==> src/rtl/vctr_fetch_pkg.sv <==
// Shared types and constants for the vector fetch engine.
// Optional latency monitor is enabled with VCTR_FETCH_LAT_MON_EN (see vctr_fetch.sv).
package vctr_fetch_pkg;

    typedef enum logic [2:0] {
        IDLE,
        POP,
        ISSUE,
        WAIT,
        PUSH
    } state_t;

    localparam int WORD_BYTES = 4;
    localparam int CNT_W      = 16;

endpackage

==> src/rtl/sync_fifo_fwft.sv <==
// First-word-fall-through synchronous FIFO with registered count/full.
// A push into a full FIFO is accepted only when a pop happens in the same cycle.
module sync_fifo_fwft
    import vctr_fetch_pkg::*;
#(
    parameter int DEPTH = 16,
    parameter int WIDTH = 32
) (
    input  logic             clk,
    input  logic             reset,
    input  logic [WIDTH-1:0] din,
    input  logic             wr,
    input  logic             rd,
    output logic [WIDTH-1:0] dout,
    output logic [CNT_W-1:0] count,
    output logic             full,
    output logic             empty
);

    localparam int AW = $clog2(DEPTH);

    logic [WIDTH-1:0] mem [DEPTH];
    logic [AW-1:0]    wr_ptr;
    logic [AW-1:0]    rd_ptr;
    logic             do_push;
    logic             do_pop;
    logic [CNT_W-1:0] count_next;

    assign empty   = (count == '0);
    assign do_pop  = rd && !empty;
    assign do_push = wr && (!full || do_pop);
    assign dout    = mem[rd_ptr];

    always_comb begin
        count_next = count;
        if (do_push && !do_pop) begin
            count_next = count + CNT_W'(1);
        end else if (do_pop && !do_push) begin
            count_next = count - CNT_W'(1);
        end
    end

    always_ff @(posedge clk or negedge reset) begin
        if (!reset) begin
            wr_ptr <= '0;
            rd_ptr <= '0;
            count  <= '0;
            full   <= 1'b0;
        end else begin
            if (do_push) begin
                wr_ptr <= wr_ptr + AW'(1);
            end
            if (do_pop) begin
                rd_ptr <= rd_ptr + AW'(1);
            end
            count <= count_next;
            full  <= (count_next == CNT_W'(DEPTH));
        end
    end

    // Storage needs no reset; the head is only consumed when count is non-zero.
    always_ff @(posedge clk) begin
        if (do_push) begin
            mem[wr_ptr] <= din;
        end
    end

endmodule

==> src/rtl/vctr_fetch.sv <==
// Fetches WORDS_PER_VECTOR words per queued base address into the vector FIFO.
// Define VCTR_FETCH_LAT_MON_EN to track the worst-case read latency on max_rd_latency.
module vctr_fetch
    import vctr_fetch_pkg::*;
#(
    parameter int ADDR_FIFO_DEPTH  = 16,
    parameter int WORDS_PER_VECTOR = 4,
    parameter int RD_TIMEOUT       = 255
) (
    input  logic             clk,
    input  logic             reset,
    input  logic [31:0]      addr_fifo_din,
    input  logic             addr_fifo_wr,
    output logic             addr_fifo_full,
    output logic             addr_fifo_rd,
    output logic [CNT_W-1:0] addr_fifo_count,
    output logic [31:0]      master_addr,
    output logic             master_rd,
    input  logic             master_waitrequest,
    input  logic [31:0]      master_data_in,
    input  logic             master_data_in_val,
    output logic [31:0]      vctr_fifo_din,
    output logic             vctr_fifo_wr,
    input  logic             vctr_fifo_full,
    input  logic             err_clr,
    output logic             fetch_busy,
    output logic [CNT_W-1:0] vectors_fetched,
    output logic             rd_timeout_err,
    output logic [CNT_W-1:0] max_rd_latency
);

    localparam int               IDX_W     = 9;
    localparam logic [IDX_W-1:0] LAST_IDX  = IDX_W'(WORDS_PER_VECTOR - 1);
    localparam logic [CNT_W-1:0] TMO_LIMIT = CNT_W'(RD_TIMEOUT);

    state_t           state;
    state_t           state_next;
    logic [31:0]      fifo_head;
    logic             fifo_empty;
    logic [31:0]      base_addr;
    logic [IDX_W-1:0] word_idx;
    logic [31:0]      rd_data;
    logic [CNT_W-1:0] tmo_cnt;
    logic [CNT_W-1:0] tmo_next;
    logic             tmo_hit;
    logic             word_done;
    logic             last_word;

    sync_fifo_fwft #(
        .DEPTH (ADDR_FIFO_DEPTH),
        .WIDTH (32)
    ) u_addr_fifo (
        .clk   (clk),
        .reset (reset),
        .din   (addr_fifo_din),
        .wr    (addr_fifo_wr),
        .rd    (addr_fifo_rd),
        .dout  (fifo_head),
        .count (addr_fifo_count),
        .full  (addr_fifo_full),
        .empty (fifo_empty)
    );

    assign tmo_next  = tmo_cnt + CNT_W'(1);
    assign tmo_hit   = (state == WAIT) && !master_data_in_val && (tmo_next == TMO_LIMIT);
    assign word_done = (state == PUSH) && !vctr_fifo_full;
    assign last_word = (word_idx == LAST_IDX);

    // Outputs decode straight from the state so a reset drops master_rd without waiting for a clock.
    assign addr_fifo_rd  = (state == POP);
    assign master_rd     = (state == ISSUE);
    assign master_addr   = master_rd ? (base_addr + (32'(word_idx) * 32'(WORD_BYTES))) : 32'd0;
    assign vctr_fifo_wr  = word_done;
    assign vctr_fifo_din = rd_data;
    assign fetch_busy    = (state != IDLE);

    always_comb begin
        state_next = state;
        case (state)
            IDLE: begin
                if (!fifo_empty) begin
                    state_next = POP;
                end
            end
            POP: begin
                state_next = ISSUE;
            end
            ISSUE: begin
                if (!master_waitrequest) begin
                    state_next = WAIT;
                end
            end
            WAIT: begin
                if (master_data_in_val) begin
                    state_next = PUSH;
                end else if (tmo_hit) begin
                    state_next = IDLE;
                end
            end
            PUSH: begin
                if (word_done) begin
                    state_next = last_word ? IDLE : ISSUE;
                end
            end
            default: begin
                state_next = IDLE;
            end
        endcase
    end

    always_ff @(posedge clk or negedge reset) begin
        if (!reset) begin
            state           <= IDLE;
            base_addr       <= '0;
            word_idx        <= '0;
            rd_data         <= '0;
            tmo_cnt         <= '0;
            vectors_fetched <= '0;
        end else begin
            state <= state_next;
            case (state)
                POP: begin
                    base_addr <= fifo_head;
                    word_idx  <= '0;
                end
                ISSUE: begin
                    if (!master_waitrequest) begin
                        tmo_cnt <= '0;
                    end
                end
                WAIT: begin
                    if (master_data_in_val) begin
                        rd_data <= master_data_in;
                    end else begin
                        tmo_cnt <= tmo_next;
                    end
                end
                PUSH: begin
                    if (!vctr_fifo_full) begin
                        word_idx <= word_idx + IDX_W'(1);
                        if (last_word) begin
                            vectors_fetched <= vectors_fetched + CNT_W'(1);
                        end
                    end
                end
                default: begin
                end
            endcase
        end
    end

    // A timeout in the same cycle as err_clr must leave the flag set.
    always_ff @(posedge clk or negedge reset) begin
        if (!reset) begin
            rd_timeout_err <= 1'b0;
        end else if (tmo_hit) begin
            rd_timeout_err <= 1'b1;
        end else if (err_clr) begin
            rd_timeout_err <= 1'b0;
        end
    end

`ifdef VCTR_FETCH_LAT_MON_EN
    // The timeout counter already holds the WAIT cycles elapsed, so latency is that plus the beat cycle.
    logic [CNT_W:0] lat_sample;

    assign lat_sample = {1'b0, tmo_cnt} + (CNT_W + 1)'(1);

    always_ff @(posedge clk or negedge reset) begin
        if (!reset) begin
            max_rd_latency <= '0;
        end else if (err_clr) begin
            max_rd_latency <= '0;
        end else if ((state == WAIT) && master_data_in_val && (lat_sample > {1'b0, max_rd_latency})) begin
            max_rd_latency <= lat_sample[CNT_W] ? '1 : lat_sample[CNT_W-1:0];
        end
    end
`else
    assign max_rd_latency = '0;
`endif

endmodule

==> config.mk <==
export PLATFORM = sky130hd
export DESIGN_NAME = vctr_fetch
export DESIGN_NICKNAME = d
export VERILOG_FILES = /design/src/rtl/vctr_fetch_pkg.sv /design/src/rtl/sync_fifo_fwft.sv /design/src/rtl/vctr_fetch.sv
export SDC_FILE = /design/constraint.sdc
export NUM_CORES = 1
export LEC_CHECK = 0
export ABC_AREA = 0
export BUFFER_PORTS_ARGS = -buffer_cell sky130_fd_sc_hd__buf_2
export CORE_MARGIN = 2
export CORE_UTILIZATION = 55
export CTS_BUF_LIST = sky130_fd_sc_hd__clkbuf_8
export DETAILED_ROUTE_END_ITERATION = 8
export PLACE_DENSITY = 0.86
export REMOVE_ABC_BUFFERS = 1
export SETUP_SLACK_MARGIN = 0.15
export SKIP_CTS_REPAIR_TIMING = 1
export SLEW_MARGIN = 20
export SYNTH_ARGS = -nofsm -noshare
export SYNTH_HDL_FRONTEND = slang
export SYNTH_SLANG_ARGS = --single-unit
==> constraint.sdc <==
create_clock -name clk -period 5.4 [get_ports clk]
set_clock_uncertainty 0.1 [all_clocks]
set_input_delay 0.27 -clock clk [delete_from_list [all_inputs] [get_ports clk]]
set_output_delay 0.27 -clock clk [all_outputs]
set_load 0.01 [all_outputs]
==> results of run 1 <==
-- layout make-up --
cell class | count | area share
Antenna cell | 1 | 0.0000801
Clock buffer | 112 | 0.0493
Clock inverter | 67 | 0.0158
Inverter | 29 | 0.00348
Multi-Input combinational cell | 901 | 0.243
Sequential cell | 646 | 0.600
Tap cell | 615 | 0.0246
Timing Repair Buffer | 272 | 0.0640
-- through the flow --
stage	setup TNS, ns	worst slack (ns)	area, µm²	hold WS (ns)
final	0	0.689	31200	0.0622
after global placement	0	1.58	28200	0.206
after floorplan	-75.01	-2.39	26300	-0.126
after global routing	0	0.543	31200	0.0965
after detailed placement	0	1.45	28200	0.213
after CTS	0	0.747	30300	-0.512
-- cells in the final DEF, fill, tap and decap left out, drive strengths merged, types with 4 or more instances in the layout --
cell / instances
mux4: 82
nand3: 26
and4: 9
conb: 16
nand2b: 11
clkbuf: 112
dfrtp: 134
buf: 202
xnor2: 44
o22ai: 4
and3: 13
mux2: 34
and2: 7
nor4: 10
o221ai: 77
inv: 63
nand2: 148
nor2: 67
edfxtp: 512
nand4: 22
or3: 9
a21boi: 4
mux2i: 107
dlygate4sd3: 70
nor3: 17
o21ai: 71
clkinv: 25
ha: 21
a31oi: 10
bufinv: 6
xor2: 16
a21oi: 26
nor2b: 6
-- logic make-up (layout without fill, tap and decap cells) --
group	after synthesis	count (layout)
DFF	646	646
and+or+nand+nor	362	362
muxes	223	223
AOI/OAI and AO/OA	218	218
buffers and inverters	127	480
xor gates and xnor gates	60	60
adders and majority gates	22	22
other	1	17
-- worst paths after layout --
path | to | slack, ns | cells after the start
max | master_addr[27] | 0.69 | 9
min | vectors_fetched[12] | 0.06 | 2
max reg2reg | u_addr_fifo.mem[8][23] | 1.30 | 9
min reg2reg | vectors_fetched[15] | 0.37 | 1
max in group asynchronous | base_addr[20] | 3.75 | 3
min in group clk | rd_timeout_err | 0.24 | 3
-- state kept, by name (all words and copies together), names as in the netlist --
signal,count
tmo_cnt,16
vctr_fifo_din,32
state,3
base_addr,32
rd_timeout_err,1
u_addr_fifo.rd_ptr,4
u_addr_fifo.mem,512
u_addr_fifo.count,16
word_idx,9
vectors_fetched,16
u_addr_fifo.wr_ptr,4
u_addr_fifo.full,1
-- worst max-delay path: cells and delay by family (launching register included) --
family / cells / cell delay, ns
AOI/OAI and AO/OA: 2 / 1.34
xor gates and xnor gates: 1 / 0.18
DFF: 1 / 0.45
and+or+nand+nor: 4 / 1.26
adders and majority gates: 1 / 0.25
buffers and inverters: 1 / 0.17
-- power by group through the flow --
| stage | Clock, mW | Sequential, mW | Combinational (mW) |
|---|---|---|---|
| CTS | 4.16 | 6.76 | 4.59 |
| finish | 4.14 | 6.78 | 4.75 |
| detailed placement | 0 | 6.85 | 4.55 |
| global placement | 0 | 6.79 | 4.41 |
| global route | 4.40 | 6.86 | 5.10 |
| floorplan | 0 | 7.00 | 2.98 |
-- per-layer routing --
metal	routed length [µm]	up-vias	track usage
met5	23	-	0
met4	1360	4	0.0848
met3	6470	135	0.0657
met2	32100	1013	0.403
met1	23600	8258	0.315
li1	-	7043	-
==> reports/summary.txt, run 1 <==
status -> completed
Yosys warning total -> 0
multi-input combinational cell area -> 7590 µm²
power per standard cell area -> 502 nW/µm²
Peak VDD IR -> 334 µV
total power -> 15.7 mW
post-detail-place hpwl -> 37000 µm
clock period minus worst slack -> 4.71 ns
antenna violations before repair -> 3
Root Driver -> clkbuf_8
combinational family with the most area after synthesis -> multiplexers
Internal -> 10.3 mW
placed insts -> 2383
htree depth -> 3
Mapped Avg Cell Area -> 16.1 µm²
#FFs+latches synth -> 646
Overflow after GRT -> 0
clock-pin slew on the worst setup and hold paths -> 0.06 ns
worst hold path type -> in2async
Final Wtd Congestion -> 0.908
die width -> 224 µm
CTS max path bufs -> 3
Detailed Route Iter0 Violations -> 2132
Initial Utilization -> 0.558
RSZ-0062 raised after global routing -> no
Reg2Reg Launch Point -> u_addr_fifo.count[1]
clock share of power -> 0.264
Relative slew margins -> 0.204
CP Cell Sequence -> ha_1 > or3_1 > a2111o_1 > a311oi_1 > nor2_1 > nand3_1 > xor2_1 > nor2_1 > buf_2
vias in the first global route -> 16.3k
Filler cells -> 3085
Async SR Flop Fraction -> 0.207
leak pwr -> 11.6 nW
largest net degree at the start of global routing -> 88
critical path startpoint category -> flip-flop
Fin. Hold Viols -> 0
share of the synthesized area in the top cell type -> 0.576
share of cells above drive strength 1 -> 0.244
top-count cell post-synth -> edfxtp_1
top cells by area, synth -> edfxtp_1 (58%), dfrtp_1 (13%), mux4_2 (6.9%), mux2i_1 (4.0%), o221ai_1 (2.5%)
Synth Area in Simple Gates -> 0.0671
CTS tree -> built
row cnt -> 80
drt wl/cell -> 24.1 µm
final core utilization -> 0.653
Unique masters post-synth -> 69
slowest stage cell on the critical path -> a311oi_1
arrival time at the worst endpoint -> 4.34 ns
first drt pass iteration count -> 6
FF/Latch Area -> 18700 µm²
Max Clock Freq -> 212 MHz
top post-synthesis cells by count -> edfxtp_1 (512), nand2_1 (147), dfrtp_1 (134), mux2i_1 (107), mux4_2 (82)
All-Layer GR Usage -> 0.244
actual slew at the worst max-slew pin -> 1.19 ns
CP Class -> reg2out
Worst setup EP type -> output port
post-synthesis mux area share -> 0.124
die span in y -> 224 µm
post-synthesis compound-gate area fraction -> 0.0564
synthesis-to-finish area growth -> 16.9%
Mapped Cells -> 1659
Seq/Total Area, Yosys -> 0.701
Clock Sinks -> 646
Psw -> 5.36 mW
Post-Synthesis Cell Area -> 26700 µm²
crit-path max cell delay -> 0.98 ns
Setup violations, final -> 0
I/O Pins -> 189
crit path launch -> word_idx[4]
adder-cell area share of the yosys netlist -> 0.0106
routed vias/inst -> 6.23
I/O Buffers -> 172
WP data required -> 5.03 ns
worst skew pair latency -> 0.70 ns
Post-Synth XOR/XNOR Area -> 0.0197
Layout Nets -> 2041
Residual DRC -> 0
first-pass GRT wire length -> 93200 µm
sequential share of power -> 0.432
Post-synth EDFFs -> 512
Slew Viols, Final -> 0
WL final -> 63600 µm
Die Area -> 50300 µm²
Sw Share -> 0.342
ys flop type -> edfxtp_1
Non-Filler Instances -> 2643
largest area contributor in the netlist -> edfxtp_1
CP max FO -> 8
core area -> 47800 µm²
Logic pwr share -> 0.303
most frequent CP cell -> nor2_1
vias -> 16.5k
max_cap viols -> 0
post-route ant nets -> 0
total CTS buffers -> 98
fin crit share -> 0.872
Note: power is estimated with default switching activity, not from simulation.
==> inputs of run 2 (changes only) <==
CORE_UTILIZATION = 63   (was 55)
PLACE_DENSITY = 0.95   (was 0.86)
==> reports/summary.txt, run 2 (same netlist as run 1, synthesis figures left out) <==
status -> completed
Reg2Reg Launch Point -> u_addr_fifo.count[1]
FF-to-FF End -> u_addr_fifo.mem[8][22]
Max Clock Freq -> 218 MHz
htree depth -> 3
largest net degree at the start of global routing -> 78
Die Area -> 44100 µm²
Psw -> 5.45 mW
WP data required -> 5.03 ns
row cnt -> 75
Setup violations, final -> 0
Clock Sinks -> 646
core area -> 41900 µm²
critical path startpoint category -> flip-flop
Final Wtd Congestion -> 0.873
hold path start -> addr_fifo_wr
post-route ant nets -> 0
FF/Latch Area -> 18700 µm²
Relative slew margins -> 0.228
leak pwr -> 11.5 nW
I/O Buffers -> 172
first drt pass iteration count -> 6
arrival time at the worst endpoint -> 4.22 ns
Fin. Hold Viols -> 0
clock period minus worst slack -> 4.59 ns
Detailed Route Iter0 Violations -> 1952
routed vias/inst -> 6.50
worst skew pair latency -> 0.68 ns
worst hold path type -> in2reg
Hold Path Stages -> 2
Slew Viols, Final -> 0
Peak VDD IR -> 310 µV
All-Layer GR Usage -> 0.292
most frequent cells in the layout -> edfxtp_1 (512), buf_2 (171), nand2_1 (146)
die span in y -> 210 µm
Layout Nets -> 2040
Sw Share -> 0.348
CP max FO -> 8
die width -> 210 µm
CP Class -> reg2out
fin crit share -> 0.851
antenna violations before repair -> 1
actual slew at the worst max-slew pin -> 1.16 ns
total CTS buffers -> 97
Register-to-Register Path Depth -> 9
total power -> 15.7 mW
slowest stage cell on the critical path -> a2111oi_0
CP Cell Sequence -> ha_1 > inv_1 > fa_1 > nor2b_1 > o21ai_0 > a21boi_0 > o211ai_1 > a2111oi_0 > xnor2_1 > nor2_1 > buf_2
RSZ-0062 raised after global routing -> no
max_cap viols -> 0
Setup TNS -> 0 ns
sequential share of power -> 0.429
Worst setup EP type -> output port
share of cells above drive strength 1 -> 0.244
WL final -> 67000 µm
clock-pin slew on the worst setup and hold paths -> 0.06 ns
Most flops, register -> u_addr_fifo.mem
commonest non-fill, non-tap cell in the layout -> edfxtp_1
Overflow after GRT -> 0
Reg2Reg Setup Slack -> 1.32 ns
clock share of power -> 0.258
multi-input combinational cell area -> 7590 µm²
first-pass GRT wire length -> 96300 µm
Logic pwr share -> 0.312
I/O Pins -> 189
worst hold endpoint -> u_addr_fifo.count[1]
synthesis-to-finish area growth -> 16.1%
Residual DRC -> 0
power per standard cell area -> 506 nW/µm²
post-detail-place hpwl -> 38400 µm
crit-path max cell delay -> 0.77 ns
vias -> 16.7k
vias in the first global route -> 16.6k
Initial Utilization -> 0.638
drt wl/cell -> 26.1 µm
max FFs per register -> 512
Filler cells -> 2229
CTS max path bufs -> 3
Internal -> 10.2 mW
Root Driver -> clkbuf_8
CTS tree -> built
## run 2: cell types whose count changed in the layout (fill, tap and decap cells not counted), moves of 3 or more
| cell | change |
|---|---|
| buf_16 | -4 |
| inv_1 | -3 |
| buf_4 | +4 |
| clkinv_1 | +7 |
| clkbuf_8 | -6 |
| clkinv_2 | +8 |
## run 2: how the worst max path moves through the flow
stage | from | to | slack [ns] | cells after the start
3_5_place_dp | u_addr_fifo.count[0] | u_addr_fifo.mem[8][25] | 1.50 | 9
2_1_floorplan | u_addr_fifo.rd_ptr[0] | base_addr[28] | -2.39 | 4
4_1_cts | word_idx[3] | master_addr[25] | 0.79 | 9
6_report | word_idx[0] | master_addr[30] | 0.81 | 11
5_1_grt | word_idx[0] | master_addr[30] | 0.48 | 11
3_3_place_gp | word_idx[3] | master_addr[19] | 1.67 | 9
## run 2: critical path: cells and delay by family (launching register included)
kind	cells	cell delay [ns]
buffers and inverters	2	0.21
XOR/XNOR	1	0.19
adder cells (fa/ha/maj)	2	0.57
AO/OA/AOI/OAI	4	1.88
flip-flops	1	0.41
AND/OR/NAND/NOR	2	0.32
## run 2: area by class of cell
cell class / instances / area share
flip-flops and latches: 646 / 0.604
clock inverters: 76 / 0.0162
inverters: 29 / 0.00351
well taps: 539 / 0.0217
repair buffers: 272 / 0.0625
multi-input cells: 901 / 0.245
clock buffers: 106 / 0.0470
diodes: 1 / 0.0000807
## run 2: power by group through the flow
stage | Combinational, mW | Sequential, mW | Clock (mW)
floorplan | 2.98 | 7.00 | 0
CTS | 4.63 | 6.77 | 4.07
finish | 4.90 | 6.73 | 4.05
detailed placement | 4.57 | 6.86 | 0
global placement | 4.37 | 6.79 | 0
global route | 5.22 | 6.79 | 4.29
## run 2: through the flow
stage	setup slack, ns	hold slack [ns]	cells	utilization	cell area [µm²]
after floorplan	-2.39	-0.126	1576	-	26300
after global placement	1.67	0.266	2311	0.673	28200
after detailed placement	1.50	0.281	2311	0.673	28200
after CTS	0.793	-0.428	2493	0.720	30100
after global routing	0.484	0.0270	2570	0.741	31000
final	0.805	0.0359	2570	0.741	31000
## run 2: per-layer routing
layer,vias up,GRT usage,routed length [µm]
li1,7060,-,-
met1,8309,0.363,23800
met2,1144,0.481,33500
met3,192,0.0775,6900
met4,0,0.145,2770
met5,-,0,0
